--- src/rtl/uart_pkg.sv ---
// Shared types and constants for the lab5 UART transmit path.
package uart_pkg;

  typedef enum logic [1:0] {
    IDLE  = 2'd0,
    START = 2'd1,
    DATA  = 2'd2,
    STOP  = 2'd3
  } tx_state_t;

  localparam int unsigned DATA_BITS  = 8;
  localparam int unsigned FRAME_BITS = DATA_BITS + 2;
  localparam int unsigned BIT_CNT_W  = $clog2(DATA_BITS);

  localparam logic START_BIT  = 1'b0;
  localparam logic STOP_BIT   = 1'b1;
  localparam logic IDLE_LEVEL = 1'b1;

  // Counter width able to hold 0..n-1; never narrower than one bit.
  function automatic int unsigned cnt_width(input int unsigned n);
    return (n <= 1) ? 1 : $clog2(n);
  endfunction

endpackage

--- src/rtl/flex_counter.sv ---
// Free-running modulo-ROLLOVER counter producing a terminal-count strobe.
module flex_counter #(
  parameter int unsigned NUM_CNT_BITS = 4,
  parameter int unsigned ROLLOVER     = 10
) (
  input  logic clk,
  input  logic n_rst,
  input  logic clear,
  input  logic count_enable,
  output logic rollover_c
);

  localparam logic [NUM_CNT_BITS-1:0] LAST = NUM_CNT_BITS'(ROLLOVER - 1);

  logic [NUM_CNT_BITS-1:0] count_q;
  logic [NUM_CNT_BITS-1:0] count_d;

  // Terminal count is the last cycle of a period while counting.
  assign rollover_c = count_enable && (count_q == LAST);

  // Next count: clear wins, wrap on terminal count, otherwise increment.
  always_comb begin
    count_d = count_q;
    if (clear) begin
      count_d = '0;
    end else if (rollover_c) begin
      count_d = '0;
    end else if (count_enable) begin
      count_d = count_q + NUM_CNT_BITS'(1);
    end
  end

  // Count register.
  always_ff @(posedge clk or negedge n_rst) begin
    if (!n_rst) begin
      count_q <= '0;
    end else begin
      count_q <= count_d;
    end
  end

endmodule

--- src/rtl/uart_tx.sv ---
// UART transmitter: start bit, 8 data bits LSB-first, stop bit.
module uart_tx
  import uart_pkg::*;
#(
  parameter int unsigned CLKS_PER_BIT = 10
) (
  input  logic       clk,
  input  logic       n_rst,
  input  logic       tx_start,
  input  logic [7:0] tx_data,
  output logic       serial_out,
  output logic       tx_busy,
  output logic       tx_done
);

  localparam int unsigned CNT_W = cnt_width(CLKS_PER_BIT);

  tx_state_t              state_q;
  tx_state_t              state_d;
  logic [FRAME_BITS-1:0]  frame_q;
  logic [FRAME_BITS-1:0]  frame_d;
  logic [BIT_CNT_W-1:0]   bit_cnt_q;
  logic [BIT_CNT_W-1:0]   bit_cnt_d;
  logic                   busy_q;
  logic                   busy_d;
  logic                   done_q;
  logic                   done_d;
  logic                   serial_q;
  logic                   serial_d;
  logic                   accept;
  logic                   bit_tick;

  assign accept = (state_q == IDLE) && tx_start;

  // Bit-period timer: restarts on accept, runs for the whole frame.
  flex_counter #(
    .NUM_CNT_BITS (CNT_W),
    .ROLLOVER     (CLKS_PER_BIT)
  ) u_bit_timer (
    .clk          (clk),
    .n_rst        (n_rst),
    .clear        (accept),
    .count_enable (busy_q),
    .rollover_c   (bit_tick)
  );

  // Next state, frame shifting, bit counting and status flags.
  always_comb begin
    state_d   = state_q;
    frame_d   = frame_q;
    bit_cnt_d = bit_cnt_q;
    busy_d    = busy_q;
    done_d    = 1'b0;
    unique case (state_q)
      IDLE: begin
        if (accept) begin
          state_d   = START;
          frame_d   = {STOP_BIT, tx_data, START_BIT};
          bit_cnt_d = '0;
          busy_d    = 1'b1;
        end
      end
      START: begin
        if (bit_tick) begin
          state_d   = DATA;
          frame_d   = {IDLE_LEVEL, frame_q[FRAME_BITS-1:1]};
          bit_cnt_d = '0;
        end
      end
      DATA: begin
        if (bit_tick) begin
          frame_d = {IDLE_LEVEL, frame_q[FRAME_BITS-1:1]};
          if (bit_cnt_q == BIT_CNT_W'(DATA_BITS - 1)) begin
            state_d = STOP;
          end else begin
            bit_cnt_d = bit_cnt_q + BIT_CNT_W'(1);
          end
        end
      end
      STOP: begin
        if (bit_tick) begin
          state_d = IDLE;
          frame_d = {IDLE_LEVEL, frame_q[FRAME_BITS-1:1]};
          busy_d  = 1'b0;
          done_d  = 1'b1;
        end
      end
      default: begin
        state_d = IDLE;
      end
    endcase
    // Line follows the frame LSB, which is the idle level outside a frame.
    serial_d = frame_d[0];
  end

  // FSM state register.
  always_ff @(posedge clk or negedge n_rst) begin
    if (!n_rst) begin
      state_q <= IDLE;
    end else begin
      state_q <= state_d;
    end
  end

  // Datapath and output registers.
  always_ff @(posedge clk or negedge n_rst) begin
    if (!n_rst) begin
      frame_q   <= '1;
      bit_cnt_q <= '0;
      busy_q    <= 1'b0;
      done_q    <= 1'b0;
      serial_q  <= IDLE_LEVEL;
    end else begin
      frame_q   <= frame_d;
      bit_cnt_q <= bit_cnt_d;
      busy_q    <= busy_d;
      done_q    <= done_d;
      serial_q  <= serial_d;
    end
  end

  assign serial_out = serial_q;
  assign tx_busy    = busy_q;
  assign tx_done    = done_q;

endmodule
--- config.mk ---
export PLATFORM = sky130hd
export DESIGN_NAME = uart_tx
export DESIGN_NICKNAME = d
export VERILOG_FILES = /design/src/rtl/uart_pkg.sv /design/src/rtl/flex_counter.sv /design/src/rtl/uart_tx.sv
export SDC_FILE = /design/constraint.sdc
export NUM_CORES = 1
export LEC_CHECK = 0
export CAP_MARGIN = 20
export CORE_MARGIN = 2
export CORE_UTILIZATION = 54
export DETAILED_ROUTE_END_ITERATION = 16
export PLACE_DENSITY = 0.74
export SETUP_SLACK_MARGIN = 0.5
export SLEW_MARGIN = 20
export SYNTH_ARGS = -nofsm -noshare
export SYNTH_HDL_FRONTEND = slang
export SYNTH_SLANG_ARGS = --single-unit
--- constraint.sdc ---
create_clock -name clk -period 2 [get_ports clk]
set_input_delay 0.6 -clock clk [delete_from_list [all_inputs] [get_ports clk]]
set_output_delay 0.6 -clock clk [all_outputs]
set_load 0.005 [all_outputs]
Yosys cells after proc, flatten, opt, wreduce, memory -nomap -nowiden
Index checks and enable logic that the tools add are counted.
Widths: inputs -> output; s select.
{ "totals": {"reg_bits": 21, "output_inout_bits": 3} }
{ "op_classes": {"n_addsub": 2, "eq_ne": 12, "mux": 22, "n_reduce_logical": 11} }
{ "op_table": {"columns": ["operator", "count"], "rows": [
  ["$mux 10", 2],
  ["$pmux 10 s2", 1],
  ["$mux 3", 4],
  ["$mux 4", 3],
  ["$ne 2x2->1 const B", 6],
  ["$mux 2", 5],
  ["$reduce_and 5->1", 2],
  ["$pmux 3 s3", 1],
  ["$pmux 2 s4", 1],
  ["$reduce_bool 3->1", 2],
  ["$add 4x1->4 const B", 1],
  ["$eq 2x2->1 const B", 2],
  ["$eq 4x4->1 const B", 1],
  ["$mux 1", 4],
  ["$add 3x1->3 const B", 1],
  ["$eq 3x3->1 const B", 1],
  ["$reduce_and 3->1", 1],
  ["$reduce_or 3->1", 1],
  ["$eq 2x1->1 const B", 1],
  ["$logic_and 1x1->1", 2],
  ["$logic_not 2->1", 1],
  ["$ne 2x1->1 const B", 1],
  ["$pmux 1 s2", 1],
  ["$reduce_and 2->1", 1],
  ["$reduce_bool 2->1", 1]
]} }

Logic depth before layout (Yosys ltp)
Gate-level depths: netlist of run 1.
{ "depth": {"word_depth": 4, "ltp_mapped": 7} }

By module
From an unflattened synthesis of run 1, not the netlist that was laid out.
{ "hier_totals": {"cells_unflattened": 105, "hier_area_um2": 1224.9} }
{ "modules_own_cells": {"columns": ["mod", "instances", "cells_each", "area_per_inst_um2"], "rows": [
  ["uart_tx", 1, 79, 983.4],
  ["flex_counter", 1, 26, 241.5]
]} }

Least setup slack after synthesis of run 1
No wires, ideal clock.
{ "synth_timing": {"path_kind": "register to register", "startpoint": "reg state_q[0]", "endpoint": "reg state_q[1]", "setup_time_ns": 0.128, "arrival_time_ns": 1.478, "required_ns": 1.872, "slack_ns": 0.395, "path_stages_with_launch": 7, "n_path_buf": 0, "synth_period_minus_slack_ns": 1.605, "path_cell_list": "dfrtp_1 > inv_1 > ha_1 > nor3_1 > o21ai_1 > a21oi_2 > mux2_1"} }
{ "synth_between": {"elab_chain_cells": 4, "elab_cells_between_ends": 12} }
{ "synth_rtl": {"columns": ["item", "line_no", "rtl"], "rows": [
  ["start, declared", "uart_tx.sv:18", "tx_state_t state_q;"],
  ["start signal, assigned", "uart_tx.sv:101", "state_q <= state_d;"],
  ["$logic_not 2->1", "uart_tx.sv:33, uart_tx.sv:54", null],
  ["$logic_and 1x1->1", "uart_tx.sv:33", "assign accept = (state_q == IDLE) && tx_start;"],
  ["$ne 2x2->1 (no source line)", null, null],
  ["$reduce_and 5->1 (no source line)", null, null]
]} }
Parallel ways exist; a longest one is shown, timed or not.
A chain may end at the register's enable or synchronous reset.

Final worst setup path of run 1
Ends and elaborated chain as after synthesis.

==> flow_summary.toml, run 1 <==
[finish]
stdcell_area_sq_mm = 0.00160
finalNonFillerCells = 171
area_growth_pct = 39.9
most-common-layout-cells = "buf_4, a22oi_1, dfstp_2, clkdlybuf4s50_1"
num_antenna_cells = 0
nNetsFinal = 165
drive_above_1_share_pct = 46.5
n_fill_cell = 121
mostFrequentLayoutCell = "buf_4"

[floorplanning]
initial_utilization_pct = 57.6
core_area_sq_mm = 0.00198
die_w_um = 50.0
die_area_sq_mm = 0.00250
top_level_ports = 14
rows = 16
die_h_um = 50.0

[route]
wire_per_inst_um = 16.6
routed_via_density = 5.78
wl_mm = 2.83
drt_pass1_iterations = 4
vias = 989
ant_nets = 0
drc_errors = 0
initialDrtViolationCount = 25

[placement]
dpl.hpwl_mm = 1.60
gp_congestion = 0.745
dp.cells = 152
io_buffers = 13
detailed_place.area_sq_mm = 0.00137

[timing]
slew_headroom_pct = 82.3
final_max_slew_viol_count = 0
fmax_mhz = 626
final-setup-viol-count = 0
tightest_slew_ps = 265
fin_setup_tns_ps = 0
finalCriticalPeriod_ps = 1600
skew_ps = 10.9
rsz0062_at_grt = "true"
final_hold_viol_count = 0
fin_crit_sh_pct = 79.9

[yosys]
ys_types = 34
synthTopCellsByArea = "dfrtp_1, dfstp_2, ha_1"
syn_inst = 108
avgSynthCellArea_sq_um = 10.6
synth_top_family_by_area = "compound AO/OA/AOI/OAI gates"
synth_compound_area_share_pct = 22.0
synthMuxAreaShare_pct = 4.93
synth_async_sr_flop_share_pct = 100
syn_area_sq_mm = 0.00114
synthFlopType = "dfrtp_1"
ys_seq_elements = 20
synth_top_area_share_pct = 24.1
synth_nets = 128
synthAdderAreaFrac_pct = 9.86
synth_edf_count = 0
synthXorXnorAreaFrac_pct = 0.767
ys_seq_area_share_pct = 44.8
synth-simple-area-share_pct = 13.3
yosysWarningCount = 0
synth_area_leader_cell = "dfrtp_1"

[clock_network]
clock_path_buffers = 2
cts_hold_buf = 0
cts_tree = "done"
numCtsBuffers = 3
insertion_delay_ps = 300
cts.sink_count = 20
cts_max_level = 1
path_clk_slew_ps = 120
cts_root_buf = "clkbuf_4"

[global_route]
grt_pass1_vias = 1006
track_usage_pct = 24.5
antenna_found_initial = 0
grt_first_pass_wirelength_mm = 4.66
grt-ovfl-total = 0
grt_max_degree = 21

[critical_path]
crit_required_ps = 2190
reg2reg_setup_slack_ps = 400
critical_path_class = "flop to flop"
cp.arrival_ps = 1780
r2r_cells = 5
critPathMaxFanout = 4
critPathCaptureType = "flop"
endpoint = "state_q[1]$_DFFE_PN0P_"
worst_setup_path_start_kind = "flop"
cp-startpoint = "state_q[0]$_DFFE_PN0P_"
r2r_start = "state_q[0]$_DFFE_PN0P_"
reg2reg_to = "state_q[1]$_DFFE_PN0P_"

[run_status]
status = "completed"

[power]
power.total_w = 0.00236
p_per_area_mw_per_mm2 = 1480
ir_worst_vdd_uv = 984
leakagePower_nw = 0.694

[hold_path]
hp-class = "flop to flop"
min_from = "frame_q[6]$_DFFE_PN1P_"

[job]
cap_violations = 0
-- cell type report --
class                      instances  area [sq um]  share of cell area [%]
tap                               27          33.8                    2.11
multi-input combinational         77           681                    42.6
timing repair buffer              35           302                    18.9
inverter                           8          30.0                    1.88
sequential                        20           515                    32.3
clock buffer                       4          36.3                    2.27
-- per-layer routing --
layer | up-vias | share of wire [%] | wire length (um) | GRT usage [%]
li1 | 466 | - | - | -
met1 | 483 | 46 | 1310 | 33.6
met2 | 34 | 46 | 1310 | 39.0
met3 | 6 | 5.2 | 146 | 3.33
met4 | 0 | 2.5 | 72 | 9.26
met5 | - | 0 | 0 | 0
-- metrics by stage --
stage               setup WS (ps)  utilization, %  hold WS, ps
floorplan                     486               -          304
global placement             40.9            68.9          465
detailed placement           9.88            68.9          491
CTS                           434            77.8          524
global route                  366            80.6          542
finish                        402            80.6          524
-- synthesized netlist by cell type, types with 2 or more instances --
cell type / count
a21oi_1: 4
nor2_1: 5
o32a_1: 2
dfrtp_1: 11
and2_1: 2
dfstp_2: 9
a22oi_1: 13
mux2i_1: 3
nand2_1: 8
ha_1: 9
o21ai_1: 2
nor3_1: 3
o21ai_0: 9
inv_1: 8
-- worst min-delay path by stage --
stage / end / slack, ps / cells after the start
floorplan: bit_cnt_q[0]$_DFFE_PN0P_ / 300 / 0
global placement: frame_q[0]$_DFFE_PN1P_ / 470 / 2
detailed placement: frame_q[0]$_DFFE_PN1P_ / 490 / 2
CTS: frame_q[6]$_DFFE_PN1P_ / 520 / 2
global route: frame_q[6]$_DFFE_PN1P_ / 540 / 2
finish: frame_q[6]$_DFFE_PN1P_ / 520 / 2
-- timing repair --
item / 4_1_cts / 5_1_grt
hold endpoints to repair: 0 / 0
resized for setup: 21 / 21
setup endpoints to repair: 17 / 17
pin swaps: 6 / 6
setup buffers: 14 / 1
-- state kept, by name, indices dropped and copies added (netlist names) --
signal,flops
tx_busy,1
state_q,2
bit_cnt_q,3
frame_q,9
tx_done,1
u_bit_timer.count_q,4
-- cells by family after synthesis --
logic type / Yosys count
AO/OA/AOI/OAI: 36
XOR/XNOR: 1
adder cells (fa/ha/maj): 9
buffers and inverters: 11
flip-flops: 20
multiplexers: 5
AND/OR/NAND/NOR: 26
-- power by group --
| group | switching (W) | leakage [nW] | internal, W |
|---|---|---|---|
| clock | 0.000128 | 0.0210 | 0.000111 |
| sequential | 0.000159 | 0.230 | 0.000646 |
| combinational | 0.000634 | 0.443 | 0.000681 |
-- critical path: stages, from the launching register on --
cell	delay, ps
dfrtp_1	450
ha_1	270
nor3_2	190
o21ai_2	100
a21oi_2	150
mux2_1	330
No activity file was read; power rests on OpenSTA's default activity.
==> run 2: changes to the inputs <==
- CORE_UTILIZATION: 54 -> 48
- PLACE_DENSITY: 0.74 -> 0.69
- clock period: 2 -> 1.4 ns (I/O delays scaled with it)
==> flow_summary.toml, run 2 (synthesis results as in run 1) <==
[run_status]
status = "finished, violations left"
violations = "setup timing"

[floorplanning]
core_area_sq_mm = 0.00223
die_area_sq_mm = 0.00279
rows = 17
die_w_um = 52.8
initial_utilization_pct = 51.1
top_level_ports = 14
die_h_um = 52.8

[finish]
postLayoutCoreUtil_pct = 79.3
drive_above_1_share_pct = 55.4
n_fill_cell = 146
largest_register_ffs = 9
mostFrequentLayoutCell = "buf_4"
top_regs = "frame_q: 9 flops, u_bit_timer.count_q: 4 flops, bit_cnt_q: 3 flops"
nNetsFinal = 178
num_antenna_cells = 0
most-common-layout-cells = "buf_4, buf_6, dfrtp_1, clkdlybuf4s50_1"
area_growth_pct = 55.1
top_register = "frame_q"
stdcell_area_sq_mm = 0.00177

[timing]
setup_ws_ps = -199
fin_setup_tns_ps = -1850
skew_ps = 3.87
final-setup-viol-count = 14
tightest_slew_ps = 217
final_max_slew_viol_count = 0
fmax_mhz = 625
fin_crit_sh_pct = 114
rsz0062_at_grt = "true"
finalCriticalPeriod_ps = 1600
final_hold_viol_count = 0
slew_headroom_pct = 85.5

[clock_network]
cts_tree = "done"
path_clk_slew_ps = 120
insertion_delay_ps = 310
numCtsBuffers = 3
cts.sink_count = 20
clock_path_buffers = 2
cts_max_level = 1
cts_root_buf = "clkbuf_4"

[placement]
detailed_place.area_sq_mm = 0.00155
gp_congestion = 0.754
dpl.hpwl_mm = 1.97
io_buffers = 13

[power]
leakagePower_nw = 0.768
ir_worst_vdd_uv = 1320
p_per_area_mw_per_mm2 = 2150
power.total_w = 0.00381

[critical_path]
critical_path_class = "flop to flop"
cp.arrival_ps = 1840
worst_setup_path_start_kind = "flop"
reg2reg_setup_slack_ps = -200
critPathMaxFanout = 4
critPathCaptureType = "flop"
crit_required_ps = 1640

[route]
drc_errors = 0
routed_via_density = 5.57
vias = 1031
initialDrtViolationCount = 20
wire_per_inst_um = 16.3
wl_mm = 3.02
ant_nets = 0
drt_pass1_iterations = 4

[hold_path]
hp-class = "primary input to async pin"

[job]
cap_violations = 0

[global_route]
antenna_found_initial = 0
grt-ovfl-total = 0
grt_first_pass_wirelength_mm = 4.89
grt_max_degree = 21
track_usage_pct = 24.8
grt_pass1_vias = 1086
-- run 2: changes by cell type in the layout (fill, tap and decap cells not counted), moves of 2 or more --
| cell | before | now |
|---|---|---|
| dfrtp_1 | 8 | 10 |
| nand2_4 | 0 | 2 |
| o21ai_1 | 7 | 9 |
| o21ai_0 | 3 | 1 |
| clkbuf_2 | 2 | 0 |
| buf_4 | 16 | 25 |
| inv_2 | 3 | 5 |
| nand2_1 | 8 | 6 |
| ha_1 | 6 | 4 |
| dfrtp_2 | 3 | 1 |
| buf_6 | 6 | 11 |
| inv_1 | 5 | 3 |
-- run 2: worst paths after layout --
check / from / to / cells past startpoint
worst min-delay path: n_rst / state_q[1]$_DFFE_PN0P_ / 2
max in group asynchronous: n_rst / frame_q[4]$_DFFE_PN1P_ / 2
min in group clk: frame_q[6]$_DFFE_PN1P_ / frame_q[6]$_DFFE_PN1P_ / 2
worst max register to register: state_q[0]$_DFFE_PN0P_ / bit_cnt_q[1]$_DFFE_PN0P_ / 8
worst min register to register: frame_q[6]$_DFFE_PN1P_ / frame_q[6]$_DFFE_PN1P_ / 2
worst max-delay path: state_q[0]$_DFFE_PN0P_ / bit_cnt_q[1]$_DFFE_PN0P_ / 8
-- run 2: layout make-up --
cell class                      count  area [sq um]  share of cell area, %
Clock buffer                        4          36.3                   2.05
Inverter                            8          30.0                   1.69
Multi-Input combinational cell     77           721                   40.7
Sequential cell                    20           513                   29.0
Tap cell                           28          35.0                   1.98
Timing Repair Buffer               48           437                   24.6
-- run 2: repair_timing --
item,CTS,global route
endpoints found under the setup margin,23,23
gates resized for setup,37,19
pin swaps,16,5
hold buffers,0,0
setup buffers,6,1
cloned,1,0
-- run 2: worst max-delay path, stage by stage, from the launching register on --
cell	delay, ps
dfrtp_1	450
inv_2	110
ha_4	170
buf_4	140
nor3_2	210
a211oi_2	80
nand2_2	80
buf_6	110
mux2i_2	190
-- run 2: report_power, final --
part,internal (W),switching [W],total (W)
clock,0.000159,0.000190,0.000349
combinational,0.00129,0.00102,0.00231
sequential,0.000918,0.000228,0.00115
-- run 2: stage by stage --
stage,instances,setup slack (ps),hold slack (ps)
floorplan,108,-78.1,124
global placement,173,-400,503
detailed placement,173,-438,506
CTS,184,-185,427
global route,185,-256,433
finish,185,-199,429
-- run 2: per-layer routing --
| layer | vias up | global-route usage (%) | part of all wire (%) |
|---|---|---|---|
| li1 | 491 | - | - |
| met4 | 0 | 13.2 | 3.6 |
| met1 | 509 | 28.8 | 41 |
| met3 | 11 | 2.86 | 2.1 |
| met5 | - | 0 | 0 |
| met2 | 20 | 44.2 | 53 |
==> run 3: changes to the inputs <==
- CAP_MARGIN: 20 -> default
- MAX_ROUTING_LAYER: default -> met4
==> flow_summary.toml, run 3 (synthesis results as in run 1) <==
[finish]
top_register = "frame_q"
top_regs = "frame_q: 9 flops, u_bit_timer.count_q: 4 flops, bit_cnt_q: 3 flops"
n_fill_cell = 146
nNetsFinal = 178
drive_above_1_share_pct = 55.4
finalNonFillerCells = 185
num_antenna_cells = 0
stdcell_area_sq_mm = 0.00177
largest_register_ffs = 9
mostFrequentLayoutCell = "buf_4"
most-common-layout-cells = "buf_4, buf_6, dfrtp_1, clkdlybuf4s50_1"
area_growth_pct = 55.1

[floorplanning]
die_w_um = 52.8
rows = 17
initial_utilization_pct = 51.1
die_area_sq_mm = 0.00279
core_area_sq_mm = 0.00223
die_h_um = 52.8
top_level_ports = 14

[global_route]
grt_max_degree = 21
track_usage_pct = 25.5
grt_first_pass_wirelength_mm = 4.89
met3_usage_pct = 2.86
grt_util_met1_pct = 29.1
antenna_found_initial = 0
grt_use_met2_pct = 44.0
gr-max-usage-layer = "met2"
grt_pass1_vias = 1085
grt-ovfl-total = 0

[run_status]
status = "finished, violations left"
violations = "setup timing"

[route]
drc_errors = 0
drt_pass1_iterations = 4
routed_via_density = 5.60
vias = 1036
wl_mm = 3.04
initialDrtViolationCount = 20
wire_per_inst_um = 16.4
ant_nets = 0

[timing]
rsz0062_at_grt = "true"
skew_ps = 7.60
setup_ws_ps = -195
slew_headroom_pct = 85.9
final-setup-viol-count = 14
fin_setup_tns_ps = -1810
finalCriticalPeriod_ps = 1590
fmax_mhz = 627
tightest_slew_ps = 210
fin_crit_sh_pct = 114
final_max_slew_viol_count = 0
final_hold_viol_count = 0

[clock_network]
insertion_delay_ps = 310
path_clk_slew_ps = 120
clock_path_buffers = 2
cts_tree = "done"
cts_root_buf = "clkbuf_4"
cts_hold_buf = 0
cts_max_level = 1
numCtsBuffers = 3
cts.sink_count = 20

[placement]
io_buffers = 13
dpl.hpwl_mm = 1.97
dp.cells = 173
detailed_place.area_sq_mm = 0.00155
gp_congestion = 0.763

[critical_path]
reg2reg_setup_slack_ps = -190
critical_path_class = "flop to flop"
critPathMaxFanout = 4
crit_required_ps = 1640
cp.arrival_ps = 1840
worst_setup_path_start_kind = "flop"
r2r_cells = 8
critPathCaptureType = "flop"

[job]
cap_violations = 0

[power]
ir_worst_vdd_uv = 1320
power.total_w = 0.00381
p_per_area_mw_per_mm2 = 2150
leakagePower_nw = 0.768

[hold_path]
hp-class = "primary input to async pin"
-- run 3: cell counts in the layout (fill, tap and decap cells not counted) --
No cell type changed its count.
-- run 3: per-layer routing --
layer,vias up,wire (um),part of all wire (%)
li1,492,-,-
met1,514,1250,41
met2,20,1630,54
met3,10,59,1.9
met4,0,100,3.3
met5,-,0,0
-- run 3: critical path, stage by stage, from the launching register on --
cell	delay, ps
dfrtp_1	450
inv_2	110
ha_4	170
buf_4	140
nor3_2	210
a211oi_2	80
nand2_2	80
buf_6	110
mux2i_2	190
-- run 3: where the power goes --
| group | switching (W) | internal, W | leakage, nW |
|---|---|---|---|
| clock | 0.000191 | 0.000159 | 0.0210 |
| sequential | 0.000231 | 0.000918 | 0.232 |
| combinational | 0.00102 | 0.00129 | 0.515 |
-- run 3: path summary, 6_finish.rpt --
check,from,endpoint
min in group clk,frame_q[6]$_DFFE_PN1P_,frame_q[6]$_DFFE_PN1P_
hold / removal,n_rst,state_q[1]$_DFFE_PN0P_
hold reg to reg,frame_q[6]$_DFFE_PN1P_,frame_q[6]$_DFFE_PN1P_
max in group asynchronous,n_rst,frame_q[4]$_DFFE_PN1P_
setup / recovery,state_q[0]$_DFFE_PN0P_,bit_cnt_q[1]$_DFFE_PN0P_
setup reg to reg,state_q[0]$_DFFE_PN0P_,bit_cnt_q[1]$_DFFE_PN0P_
-- run 3: timing repair --
action,4_1_cts,5_1_grt
cloned,1,0
pin swaps,16,5
resized for setup,37,19
endpoints found under the setup margin,23,23
buffers inserted,6,1
-- run 3: cell type report --
cell class,count,area (sq um),area share [%]
Clock buffer,4,36.3,2.05
Inverter,8,30.0,1.69
Multi-Input combinational cell,77,721,40.7
Sequential cell,20,513,29.0
Tap cell,28,35.0,1.98
Timing Repair Buffer,48,437,24.6
-- run 3: metrics by stage --
step / hold slack, ps / worst slack (ps) / utilization [%]
after floorplan: 124 / -78.1 / -
after global placement: 503 / -400 / 69.4
after detailed placement: 506 / -438 / 69.4
after CTS: 427 / -185 / 75.5
after global routing: 433 / -256 / 79.3
final: 427 / -195 / 79.3
